[src/rtl/prime_candidate_gen_if.sv]
// Candidate FIFO write port: the generator drives the strobe and data,
// the FIFO answers with its full flag.
interface prime_candidate_gen_if;
    logic        write;
    logic [31:0] data_out;
    logic        fifo_full;

    modport master (output write, output data_out, input fifo_full);
    modport slave  (input write, input data_out, output fifo_full);
endinterface

[src/rtl/prime_candidate_gen.sv]
// Random odd 32-bit prime candidate generator.
// A 32-bit Fibonacci LFSR proposes a value with MSB and LSB forced high.
// A bit-serial sieve then tests it against 3, 5, 7, 11 and 13, taking one
// bit per cycle.  Survivors are written into the downstream candidate FIFO
// under fifo_full back-pressure.

// One sieve lane: folds one more candidate bit (MSB first) into a residue mod P.
module prime_sieve_lane #(
    parameter logic [3:0] P = 4'd3
) (
    input  logic [3:0] r,
    input  logic       din,
    output logic [3:0] r_next,
    output logic       is_zero
);
    localparam logic [4:0] P5 = {1'b0, P};

    logic [4:0] t0;
    logic [4:0] t1;
    logic [3:0] t2;

    // 2r+bit < 2P for a reduced r, so one subtraction normally suffices;
    // the second keeps the lane self-correcting if r ever starts out of range.
    always_comb begin
        t0      = {r, din};
        t1      = (t0 >= P5) ? (t0 - P5) : t0;
        t2      = (t1 >= P5) ? 4'(t1 - P5) : t1[3:0];
        r_next  = t2;
        is_zero = (t2 == 4'd0);
    end
endmodule

module prime_candidate_gen #(
    parameter int CNT_W = 16
) (
    input  logic                        clk,
    input  logic                        reset_n,
    input  logic                        enable,
    input  logic                        seed_load,
    input  logic [31:0]                 seed,
    prime_candidate_gen_if.master       fifo,
    output logic                        busy,
    output logic [CNT_W-1:0]            accept_count,
    output logic [CNT_W-1:0]            reject_count
);
    localparam int NUM_P = 5;
    localparam logic [NUM_P-1:0][3:0] PRIMES = {4'd13, 4'd11, 4'd7, 4'd5, 4'd3};

    typedef enum logic [1:0] {IDLE, STEP, SIEVE, PUSH} state_t;

    state_t                   state_q, state_d;
    logic [31:0]              lfsr_q;
    logic [31:0]              lfsr_next;
    logic [31:0]              cand_q;
    logic [NUM_P-1:0][3:0]    res_q;
    logic [NUM_P-1:0][3:0]    res_next;
    logic [NUM_P-1:0]         lane_zero;
    logic [4:0]               idx_q;
    logic [CNT_W-1:0]         acc_q;
    logic [CNT_W-1:0]         rej_q;
    logic                     cand_bit;
    logic                     sieve_last;
    logic                     do_reject;
    logic                     do_accept;

    assign lfsr_next = {lfsr_q[30:0], lfsr_q[31] ^ lfsr_q[21] ^ lfsr_q[1] ^ lfsr_q[0]};
    assign cand_bit  = cand_q[idx_q];

    genvar g;
    for (g = 0; g < NUM_P; g++) begin : g_lane
        prime_sieve_lane #(.P(PRIMES[g])) u_lane (
            .r       (res_q[g]),
            .din     (cand_bit),
            .r_next  (res_next[g]),
            .is_zero (lane_zero[g])
        );
    end

    // Final sieve bit: decide on the residues being written this cycle.
    assign sieve_last = (state_q == SIEVE) && (idx_q == 5'd0);
    assign do_reject  = sieve_last && (|lane_zero);
    // Reset and seed reload both pre-empt a push, so the strobe is masked
    // in those cycles to keep the FIFO and accept_count in step.
    assign do_accept  = (state_q == PUSH) && !fifo.fifo_full && reset_n && !seed_load;

    assign fifo.write    = do_accept;
    assign fifo.data_out = cand_q;
    assign busy          = (state_q != IDLE);
    assign accept_count  = acc_q;
    assign reject_count  = rej_q;

    // Next-state logic; enable is only consulted when a candidate finishes.
    always_comb begin
        state_d = state_q;
        case (state_q)
            IDLE:  if (enable) state_d = STEP;
            STEP:  state_d = SIEVE;
            SIEVE: begin
                if (sieve_last) begin
                    if (|lane_zero) state_d = enable ? STEP : IDLE;
                    else            state_d = PUSH;
                end
            end
            PUSH:  if (!fifo.fifo_full) state_d = enable ? STEP : IDLE;
            default: state_d = IDLE;
        endcase
    end

    // State register; a seed reload drops whatever candidate is in flight.
    always_ff @(posedge clk) begin
        if (!reset_n)       state_q <= IDLE;
        else if (seed_load) state_q <= IDLE;
        else                state_q <= state_d;
    end

    // LFSR: reloaded by seed_load (zero is not a legal LFSR state), stepped in STEP.
    always_ff @(posedge clk) begin
        if (!reset_n)                lfsr_q <= 32'h0000_0001;
        else if (seed_load)          lfsr_q <= (seed == 32'd0) ? 32'h0000_0001 : seed;
        else if (state_q == STEP)    lfsr_q <= lfsr_next;
    end

    // Candidate and sieve datapath: load on STEP, shift residues during SIEVE.
    always_ff @(posedge clk) begin
        if (!reset_n) begin
            cand_q <= 32'd0;
            res_q  <= '0;
            idx_q  <= 5'd0;
        end else if (!seed_load) begin
            if (state_q == STEP) begin
                cand_q <= lfsr_next | 32'h8000_0001;
                res_q  <= '0;
                idx_q  <= 5'd31;
            end else if (state_q == SIEVE) begin
                res_q <= res_next;
                if (idx_q != 5'd0) idx_q <= idx_q - 5'd1;
            end
        end
    end

    // Statistics counters, free-running modulo 2^CNT_W.
    always_ff @(posedge clk) begin
        if (!reset_n) begin
            acc_q <= '0;
            rej_q <= '0;
        end else if (!seed_load) begin
            if (do_accept) acc_q <= acc_q + CNT_W'(1);
            if (do_reject) rej_q <= rej_q + CNT_W'(1);
        end
    end
endmodule
[src/flat_wrapper.sv]
// flat-port wrapper written by rule: the top's interface ports become plain ports
module prime_candidate_gen_flat 
#(
    parameter int CNT_W = 16
)
  (clk, reset_n, enable, seed_load, seed, busy, accept_count, reject_count, fifo_write, fifo_data_out, fifo_fifo_full);
  prime_candidate_gen_if fifo_i ();
  input  logic clk;
  input  logic reset_n;
  input  logic enable;
  input  logic seed_load;
  input  logic [31:0] seed;
  output logic busy;
  output logic [CNT_W-1:0] accept_count;
  output logic [CNT_W-1:0] reject_count;
  output wire logic [$bits(fifo_i.write)-1:0] fifo_write;
  output wire logic [$bits(fifo_i.data_out)-1:0] fifo_data_out;
  input wire logic [$bits(fifo_i.fifo_full)-1:0] fifo_fifo_full;
  assign fifo_write = fifo_i.write;
  assign fifo_data_out = fifo_i.data_out;
  assign fifo_i.fifo_full = fifo_fifo_full;
  prime_candidate_gen #(.CNT_W(CNT_W)) u_core (.clk(clk), .reset_n(reset_n), .enable(enable), .seed_load(seed_load), .seed(seed), .fifo(fifo_i), .busy(busy), .accept_count(accept_count), .reject_count(reject_count));
endmodule
[config.mk]
export PLATFORM = sky130hd
export DESIGN_NAME = prime_candidate_gen_flat
export DESIGN_NICKNAME = d
export VERILOG_FILES = /design/src/rtl/prime_candidate_gen_if.sv /design/src/rtl/prime_candidate_gen.sv /design/src/flat_wrapper.sv
export SDC_FILE = /design/constraint.sdc
export NUM_CORES = 1
export LEC_CHECK = 0
export ABC_AREA = 1
export ABC_CLOCK_PERIOD_IN_PS = 3450
export CAP_MARGIN = 20
export CORE_MARGIN = 8
export CORE_UTILIZATION = 30
export CTS_BUF_LIST = sky130_fd_sc_hd__clkbuf_2
export DETAILED_ROUTE_END_ITERATION = 10
export GPL_TIMING_DRIVEN = 0
export PLACE_DENSITY = 0.6
export SLEW_MARGIN = 5
export SYNTH_ARGS = -nofsm -noshare
export SYNTH_HDL_FRONTEND = slang
export SYNTH_HIERARCHICAL = 1
export SYNTH_SLANG_ARGS = --single-unit
[constraint.sdc]
create_clock -name clk -period 3.45 [get_ports clk]
set_input_delay 0.345 -clock clk [delete_from_list [all_inputs] [get_ports clk]]
set_output_delay 0.345 -clock clk [all_outputs]
set_load 0.05 [all_outputs]
==> results by stage <==
Status:
- The flow ran to the end, but the final reports show violations.
- The checks that failed: negative setup slack.

Setup path:
- The launching element type of the critical path is a register.
- Tracing the worst setup path back leads to its startpoint at u_core/idx_q[0]$_SDFFE_PN0P_.
- The beginning of the worst register-to-register path is u_core/idx_q[0]$_SDFFE_PN0P_.
- The class of the most critical setup path is reg -> reg.
- The largest stage delay on the critical path is 410 ps.
- The count of buffer and inverter cells on the critical path is 10.
- Along the worst path, the maximum fanout reaches 6.
- The worst endpoint required time is 4090 ps.
- The worst setup path is captured at a register.
- Data arrives at the worst endpoint at 4370 ps.
- The slowest library cell on the worst path is dfxtp_4.
- The kind of cell with the highest combined delay on the critical path is simple AND/OR/NAND/NOR gates.
- The cell that appears most often on the critical path is nand2_4.

Drt:
- Before antenna repair, the detailed router went through 5 iterations.
- Across all layers, the routed design uses 7965 vias.
- The length of routed met3 wiring is 861 um.
- The final routed wire length divided by cell count is 13.8 um.
- The final wirelength is 23.6 mm.
- Signal routing reaches up to met4.
- The count of nets left with antenna violations once routing finished came out at 0.
- Summed over all nets, wire length on met2 after detailed routing comes to 11.5 mm.
- The routed metal-1 wire length is 10.9 mm.
- The number of remaining DRC errors is 0.
- Using the TritonRoute via totals, the vias-per-cell ratio works out to 4.67.
- The DRC violation total after the first TritonRoute iteration is 401.

Synthesis:
- The synthesized netlist cell count is 1189.
- By area the synthesized netlist is led by dfxtp_1 (32%), nand2_1 (20%), inv_1 (7.6%), nand3_1 (6.4%), a21oi_1 (5.3%).
- The share of synthesized registers carrying an async set or reset is 0%.
- The leading register cell type out of synthesis is dfxtp_1.
- Yosys printed 6 warnings.
- The number of flops mapped to enable cells by yosys is 0.
- The post-synth net total is 1246.
- The synthesized design contains 122 register bits.
- Counting distinct cell types in the post-synthesis netlist gives 36.
- The synthesized design spends more area on one cell type than any other, namely dfxtp_1.
- Sequential cells were found to cover 32.4% of the synthesized design area.
- A synthesized cell averages 6.34 sq um.
- The cell area that synthesis handed to floorplanning was 7540 sq um.
- The portion of synthesized cell area occupied by the leading cell type is 32.4%.

Run:
- The tool flagged a number of max-cap violations equal to 0.

Finish:
- The growth of design area from synthesis to finish is 36.3%.
- The proportion of layout cells with a drive suffix above 1 is 22.3%.
- The area taken by flip-flops and latches is 2460 sq um.
- Once layout is complete, the utilization of the core stands at 41.2%.
- The number of nets at the end of the flow is 1418.
- Once layout is complete, the cells apart from fillers number 1705.
- The area of combinational cells with multiple inputs is 4740 sq um.
- The filler cells instantiated in the layout total 2643.

Die:
- The full die area is 30500 sq um.
- For this configuration, the core starts out at a cell density of 30.2%.
- In this run the horizontal extent of the chip is 175 um.
- The floorplan step set the die height to 175 um.
- The placeable core region is 25000 sq um.
- The I/O pin total is 103.
- The cell row count is 58.

Placement:
- The HPWL reported at the end of detailed placement is 16.3 mm.
- In this run, placement finished with an instance count of 1620.
- The global placement routability congestion is 0.823.
- In this run the tool buffered the top-level ports with 101 buffer cells.
- The worst slack after detailed placement is -752 ps.

CTS:
- The library cell used as clock root buffer is clkbuf_2.
- The worst-skew pair later-pin latency is 730 ps.
- In this run the deepest clock path goes through 2 buffers.
- The clock transition at the registers of the reported paths is 190 ps.
- Buffers inserted during clock tree synthesis total 17.
- The clock tree synthesis step divided the H-tree into 4 levels.
- The number of clock sinks is 122.
- TritonCTS built the clock tree.

Timing:
- The maximum operating frequency is 0.268 GHz.
- The transition time at the pin with the least slew margin is 725 ps.
- The setup total negative slack is -4090 ps.
- The final critical-path setup slack is -276 ps.
- The count of final max-slew check failures is 0.
- Setup repair after global routing could not meet its margin everywhere.
- After layout, the worst path uses 108% of the clock period.
- The worst hold slack is 110 ps.
- The clock arrives with 38.5 ps of skew.
- Setup violations remaining at the end of the flow were counted as 18.
- The number of hold violations in the final report is 0.
- After layout, the minimum clock period comes to 3730 ps.
- The relative slew slack is 51.7%.

Worst hold path:
- The kind of path behind the tightest hold check is in -> reg.
- The worst hold path begins at reset_n.

GRT:
- The number of antenna violations at the first check in global routing is 1.
- For this run, the total global-route usage over all layers was measured as 15.0%.
- Entering global routing, the biggest net connects 17 pins.
- The wire length of the first global-routing pass is 37.9 mm.
- The sum of overflow across all layers after global routing is 0.
- The number of global-route vias before repair was 7506.

Pwr:
- The analysis attributes to cell leakage a power of 4.76 nW.
- The ratio of total power to cell area is 276 nW/um^2.
- The worst-case vdd ir drop is 0.244 mV.
==> layer usage <==
layer / global-route usage [%] / up-vias
met3: 3.28 / 28
li1: - / 4094
met2: 25.3 / 149
met5: 0 / -
met4: 4.95 / 0
met1: 18.6 / 3694
==> cells in the mapped netlist (4+ instances only) <==
| cell type | instances |
|---|---|
| o211ai_1 | 23 |
| nor3_1 | 5 |
| nand2_2 | 27 |
| buf_2 | 18 |
| nand3_1 | 97 |
| nand2_4 | 13 |
| nand3_4 | 5 |
| xor2_1 | 11 |
| clkinv_1 | 5 |
| inv_2 | 16 |
| nor2_1 | 78 |
| nand4_1 | 20 |
| o21ai_0 | 26 |
| ha_1 | 20 |
| nor2_2 | 12 |
| nand3_2 | 5 |
| nor2_4 | 5 |
| buf_1 | 4 |
| o21ai_2 | 4 |
| nand2_1 | 404 |
| inv_1 | 153 |
| o21ai_1 | 5 |
| dfxtp_1 | 122 |
| clkbuf_1 | 13 |
| a21oi_1 | 80 |
==> logic make-up after synthesis <==
logic type	Yosys count	share of synthesized area [%]
simple gates	675	40.7
fa+ha+maj	20	3.32
flops	122	32.4
buf+inv	213	11.2
xor+xnor	14	1.63
compound gates	145	10.8
==> stage by stage <==
| stage | total power, mW | cell area (sq um) |
|---|---|---|
| 3_5_place_dp | 1.86 | 9070 |
| 6_report | 2.83 | 10300 |
| 2_1_floorplan | 1.73 | 7640 |
| 5_1_grt | 2.97 | 10300 |
| 3_3_place_gp | 1.86 | 9070 |
| 4_1_cts | 2.85 | 9980 |
==> report_power, final <==
| part | switching (mW) | leakage, nW | internal (mW) |
|---|---|---|---|
| logic | 0.271 | 3.63 | 0.185 |
| registers | 0.0235 | 0.998 | 1.44 |
| clock network | 0.638 | 0.134 | 0.274 |
| total | 0.933 | 4.76 | 1.90 |
==> state kept, by name, indices dropped and copies added, names as in the netlist <==
| register | flops |
|---|---|
| u_core/accept_count | 16 |
| u_core/fifo.data_out | 31 |
| u_core/idx_q | 5 |
| u_core/lfsr_q | 32 |
| u_core/reject_count | 16 |
| u_core/res_q | 20 |
| u_core/state_q | 2 |
==> layout by cell type (no fill, tap or decap), types with 3 or more instances in the layout <==
cell,synthesis,routed
nor2_2,12,22
ha_1,20,10
inv_1,153,144
dfxtp_1,122,106
clkbuf_2,0,17
xnor2_1,3,3
nand3_1,97,79
inv_2,16,19
buf_12,0,4
buf_8,0,5
a21oi_2,2,4
inv_4,0,5
clkbuf_1,13,12
o21ai_1,5,7
inv_6,0,7
buf_2,18,15
clkinvlp_4,0,5
clkdlybuf4s50_1,0,101
o21ai_0,26,21
nand3_4,5,8
a21oi_1,80,77
buf_1,4,4
dfxtp_2,0,15
buf_6,2,7
nor3_1,5,5
nand2_4,13,27
xor2_1,11,10
nor2_1,78,64
buf_4,2,40
nor2_4,5,9
ha_4,0,9
o211ai_1,23,23
nand2_1,404,370
o21ai_2,4,5
nand4_1,20,20
nand2_2,27,47
nand3_2,5,20
clkinv_1,5,4
==> worst register-to-register path: cells and delay by family, from the launching register on <==
family	cells	cell delay (ps)
and+or+nand+nor	21	1730
DFF	1	410
buffers and inverters	10	1240
AOI/OAI and AO/OA	1	120
adders and majority gates	1	150
==> area by class of cell <==
class	count	area share, %
buffer	39	2.26
clock inverter	15	1.34
antenna	1	0.0243
timing repair inverter	1	0.0730
sequential	122	24.0
inverter	174	6.62
tap	330	4.02
multi-input combinational	854	46.2
timing repair buffer	152	14.7
clock buffer	17	0.828
==> repair_timing <==
item	CTS	global route
pin swaps	46	51
gates resized for setup	79	65
setup buffers	41	9
setup endpoints to repair	27	21
cloned	4	0
hold buffers	0	0
==> final timing paths <==
path	endpoint	slack (ps)	cells after the start
worst max-delay path	u_core/reject_count[11]$_SDFFE_PN0P_	-280	33
worst min-delay path	u_core/state_q[1]$_SDFFE_PP0P_	110	5
worst max register to register	u_core/reject_count[11]$_SDFFE_PN0P_	-280	33
worst min register to register	u_core/fifo.data_out[11]$_SDFFE_PN0P_	490	2
(Power assumes the default switching activity.)
==> RTL change 1, RTL diff (same flow settings) <==
`NUM_P`: 5 -> 10.
--- a/src/rtl/prime_candidate_gen.sv
+++ b/src/rtl/prime_candidate_gen.sv
@@ -44,5 +44,5 @@
     output logic [CNT_W-1:0]            reject_count
 );
-    localparam int NUM_P = 5;
+    localparam int NUM_P = 10;
     localparam logic [NUM_P-1:0][3:0] PRIMES = {4'd13, 4'd11, 4'd7, 4'd5, 4'd3};
 
Formal check against the unedited RTL: no difference found for any inputs over 4 cycles, from zero or initial values and one cycle with reset_n low; that may be too few to reach the edited logic, so the function may still have changed.
==> RTL change 1 against the original RTL <==
  * The flow still finishes with violations (negative setup slack)
  * Power increased by 13%
  * Maximum frequency decreased by 0.49%
  * Synthesized area increased by 11%
  * Critical path depth increased by 1
  * Global-route usage about the same
  * Routed wire length increased by 7.1%
  * Sequential cell count increased by 15
  * Worst setup slack got worse by 0.018 ns
  * Largest power group unchanged
  * Final area increased by 8.2%
==> RTL change 1: results (changes against the original RTL) <==
The run finished, with violations left. The checks that failed: negative setup slack. The logs give 2969 (+12%) for the fill cell total of the finished layout and 5010 sq um (+5.5%) for the area occupied by multi-input gates. For the DRC violation total after the first TritonRoute iteration, the log shows 512 (+28%). The last weighted congestion value of the routability-driven placer was 0.858 (+4.2%); the sequential share of cell area was 24.8% (+0.79 points).

The worst-case reg-to-reg path depth was 34 (+3.0%). The logs give 15.0% (about the same) for the global-route total usage across every layer and 8668 (+8.8%) for the via count of the routed design. The number of buffers other than clock buffers in the final layout is 208 (+8.9%), and the number of buffers inserted by hold repair at cts is 1 (+1). The proportion of final cell area spent on non-clock buffers is 16.5% (-0.48 points), and the diode insertion count for antenna repair is 2 (+1). The tightest slew margin relative to the limit was 44.8% (-6.9 points). The tools report the first-pass GRT wire length as 41500 um (+9.8%). The number of flip-flops in the largest register was 35 (+9.4%). Post-synth net total: 1362 (+9.3%).

The logs give 908 (+6.3%) for the multi-input logic cell count and 0.0384 ns (-0.000134 ns) for the maximum clock skew at final layout. The maximum net fanout on the critical path came out at 8 (+2). The clock transition at the registers of the reported paths is 0.27 ns (+0.08 ns), and the register area is 2760 sq um (+12%).

The fraction of area in clock buffers and inverters is 2.40% (+0.23 points), and the peak supply drop is 0.155 mV (-36%). The tools report the final worst hold slack as 0.215 ns (+0.105 ns). The final setup violation count was 18 (unchanged); the first-pass iteration count of the detailed router was 6 (+1).

Routed wire length per instance: 13.5 um (-2.0%). The post-route worst setup slack is -0.294 ns (-0.0182 ns), and the number of standard cells after synthesis is 1305 (+9.8%). The path with the worst hold slack has its endpoint at u_core/lfsr_q[13].

For the source-to-sink clock delay at the later pin of the worst-skew pair, the log shows 0.75 ns (+0.02 ns). The worst endpoint data arrival time came out at 4.41 ns (+0.04 ns). The number of instances in the placed design is 1784 (+10%), and the final cell count without fillers is 1864 (+9.3%). The run gives 17900 um (+9.4%) as the placed wire-length estimate.
## RTL change 1: cell types whose count changed in the layout (fill, tap and decap cells not counted), sizes merged, moves of 10 or more
| cell | unedited run | this run |
|---|---|---|
| a21oi | 82 | 96 |
| nand3 | 107 | 117 |
| buf | 77 | 88 |
| inv | 176 | 204 |
| nor2 | 95 | 116 |
| dfxtp | 122 | 137 |
## RTL change 1: power groups by stage
stage               Sequential (mW)  Clock, mW  Combinational (mW)
global route                   1.65       1.19               0.531
floorplan                      1.68          0               0.259
detailed placement             1.67          0               0.419
CTS                            1.64       1.12               0.469
global placement               1.67          0               0.416
finish                         1.64       1.08               0.485
## RTL change 1: routing by layer
metal	routed length (um)	track usage (%)
met1	11500	18.8
met3	1190	2.93
met4	431	4.16
met5	0	0
met2	12100	25.9
## RTL change 1: worst max-delay path: cells and delay by family, from the launching register on
kind	cells	cell delay, ns
fa+ha+maj	1	0.17
buf+inv	9	1.04
flops	1	0.42
simple gates	23	1.90
compound gates	1	0.13
==> RTL change 2, RTL diff (same flow settings) <==
Without the edit above. Re-encode `state_t` (4 states) as Gray code, 2 bits wide.
--- a/src/rtl/prime_candidate_gen.sv
+++ b/src/rtl/prime_candidate_gen.sv
@@ -47,5 +47,5 @@
     localparam logic [NUM_P-1:0][3:0] PRIMES = {4'd13, 4'd11, 4'd7, 4'd5, 4'd3};
 
-    typedef enum logic [1:0] {IDLE, STEP, SIEVE, PUSH} state_t;
+    typedef enum logic [1:0] {IDLE = 2'b00, STEP = 2'b01, SIEVE = 2'b11, PUSH = 2'b10} state_t;
 
     state_t                   state_q, state_d;
Behaviour: no difference found for any inputs over 4 cycles, from zero or initial values and one cycle with reset_n low; so few cycles prove little.
==> RTL change 2 against the original RTL <==
  * Synthesized area decreased by 4.3%
  * Critical path type unchanged
  * Non-clock buffer count decreased by 14
  * Sequential share of layout area increased by 1.6 points
  * Routed wire length decreased by 10%
  * Worst setup slack got worse by 0.052 ns
  * Sequential cell count unchanged
  * Via count decreased by 6.7%
  * Clock power decreased by 7.7%
  * Synthesized cell count decreased by 6.7%
  * Power decreased by 3.2%
  * Final area decreased by 6.0%
  * Global-route usage decreased by 0.70 points
  * The flow still finishes with violations (negative setup slack)
==> RTL change 2: results (changes against the original RTL) <==
For the global routing met1 resource utilization, the log shows 18.2% (-0.45 points). The run gives 18 (unchanged) as the final setup violation count. For the number of buffers inserted by hold repair at cts, the log shows 1 (+1). The number of gates resized after CTS was 26 (-67%). The fill cell total of the finished layout was 2556 (-3.3%); the average footprint of a synthesized cell was 6.51 sq um (+2.6%). For the met2 track demand over resource in global routing, the log shows 23.8% (-1.5 points). Counting instances in the post-synthesis netlist gives the leading cell types as 380 x sky130_fd_sc_hd__nand2_1, 122 x sky130_fd_sc_hd__dfxtp_1, 101 x sky130_fd_sc_hd__nor2_1. The run gives 0.0304 ns (-0.00813 ns) as the maximum clock skew at final layout. The fraction of area in clock buffers and inverters was 2.17% (+0.0077 points); the number of nets in the finished design was 1322 (-6.8%). The run gives 15500 um (-5.4%) as the placed wire-length estimate.

The run gives -0.813 ns (-0.0616 ns) as the pre-CTS setup slack. The sequential area share after synthesis was 33.8% (+1.4 points). The final reports fail on negative setup slack. The run finished, with violations left.

For the DRC violation total after the first TritonRoute iteration, the log shows 385 (-4.0%). The run gives 1602 (-6.0%) as the final cell count without fillers. The leakage dissipation was 4.19 nW (-12%); the share of total power in sequential cells was 53.4% (+1.7 points). The run gives -0.328 ns (-0.0522 ns) as the post-route worst setup slack. The first-pass GRT wire length is 34100 um (-9.8%). The end point of the most critical hold path is u_core/lfsr_q[8].

The sequential share of cell area works out to 25.5% (+1.6 points). The biggest cell delay along the critical path came out at 0.44 ns (+0.03 ns). The worst-case reg-to-reg path depth is 30 (-9.1%).

The number of ordinary inverters in the final layout was 118 (-33%). The peak supply drop is 0.210 mV (-14%).
## RTL change 2: cell types whose count changed after synthesis, moves of 6 or more
| cell | unedited run | this run |
|---|---|---|
| sky130_fd_sc_hd__o211ai_1 | 23 | 1 |
| sky130_fd_sc_hd__nand2_1 | 404 | 380 |
| sky130_fd_sc_hd__nor2_1 | 78 | 101 |
| sky130_fd_sc_hd__inv_1 | 153 | 98 |
| sky130_fd_sc_hd__a21oi_1 | 80 | 68 |
| sky130_fd_sc_hd__a21oi_2 | 2 | 8 |
| sky130_fd_sc_hd__clkbuf_1 | 13 | 20 |
| sky130_fd_sc_hd__a31oi_1 | 2 | 32 |
| sky130_fd_sc_hd__nand3_1 | 97 | 65 |
## RTL change 2: logic make-up (layout without fill, tap and decap cells)
group | count (synthesis) | count (layout) | synth area share, %
compound gates | 152 | 152 | 11.9
xor+xnor | 15 | 15 | 1.82
fa+ha+maj | 15 | 15 | 2.60
buf+inv | 153 | 326 | 8.60
flops | 122 | 122 | 33.8
other cells | 0 | 1 | 0
simple gates | 652 | 652 | 41.2
## RTL change 2: per-stage QoR
stage	util, %	setup TNS, ns	power [mW]
6_report	41.1	-4.95	2.74
5_1_grt	41.1	-9.32	2.89
4_1_cts	39.3	-3.70	2.74
3_5_place_dp	37.3	-12.99	1.86
3_3_place_gp	37.3	-12.40	1.86
2_1_floorplan	-	-0.271	1.73
## RTL change 2: worst max-delay path: cells and delay by family, from the launching register on
kind | cells | cell delay [ns]
AND/OR/NAND/NOR | 18 | 1.77
adder cells (fa/ha/maj) | 2 | 0.32
buffers and inverters | 8 | 0.92
flip-flops | 1 | 0.44
AO/OA/AOI/OAI | 2 | 0.19
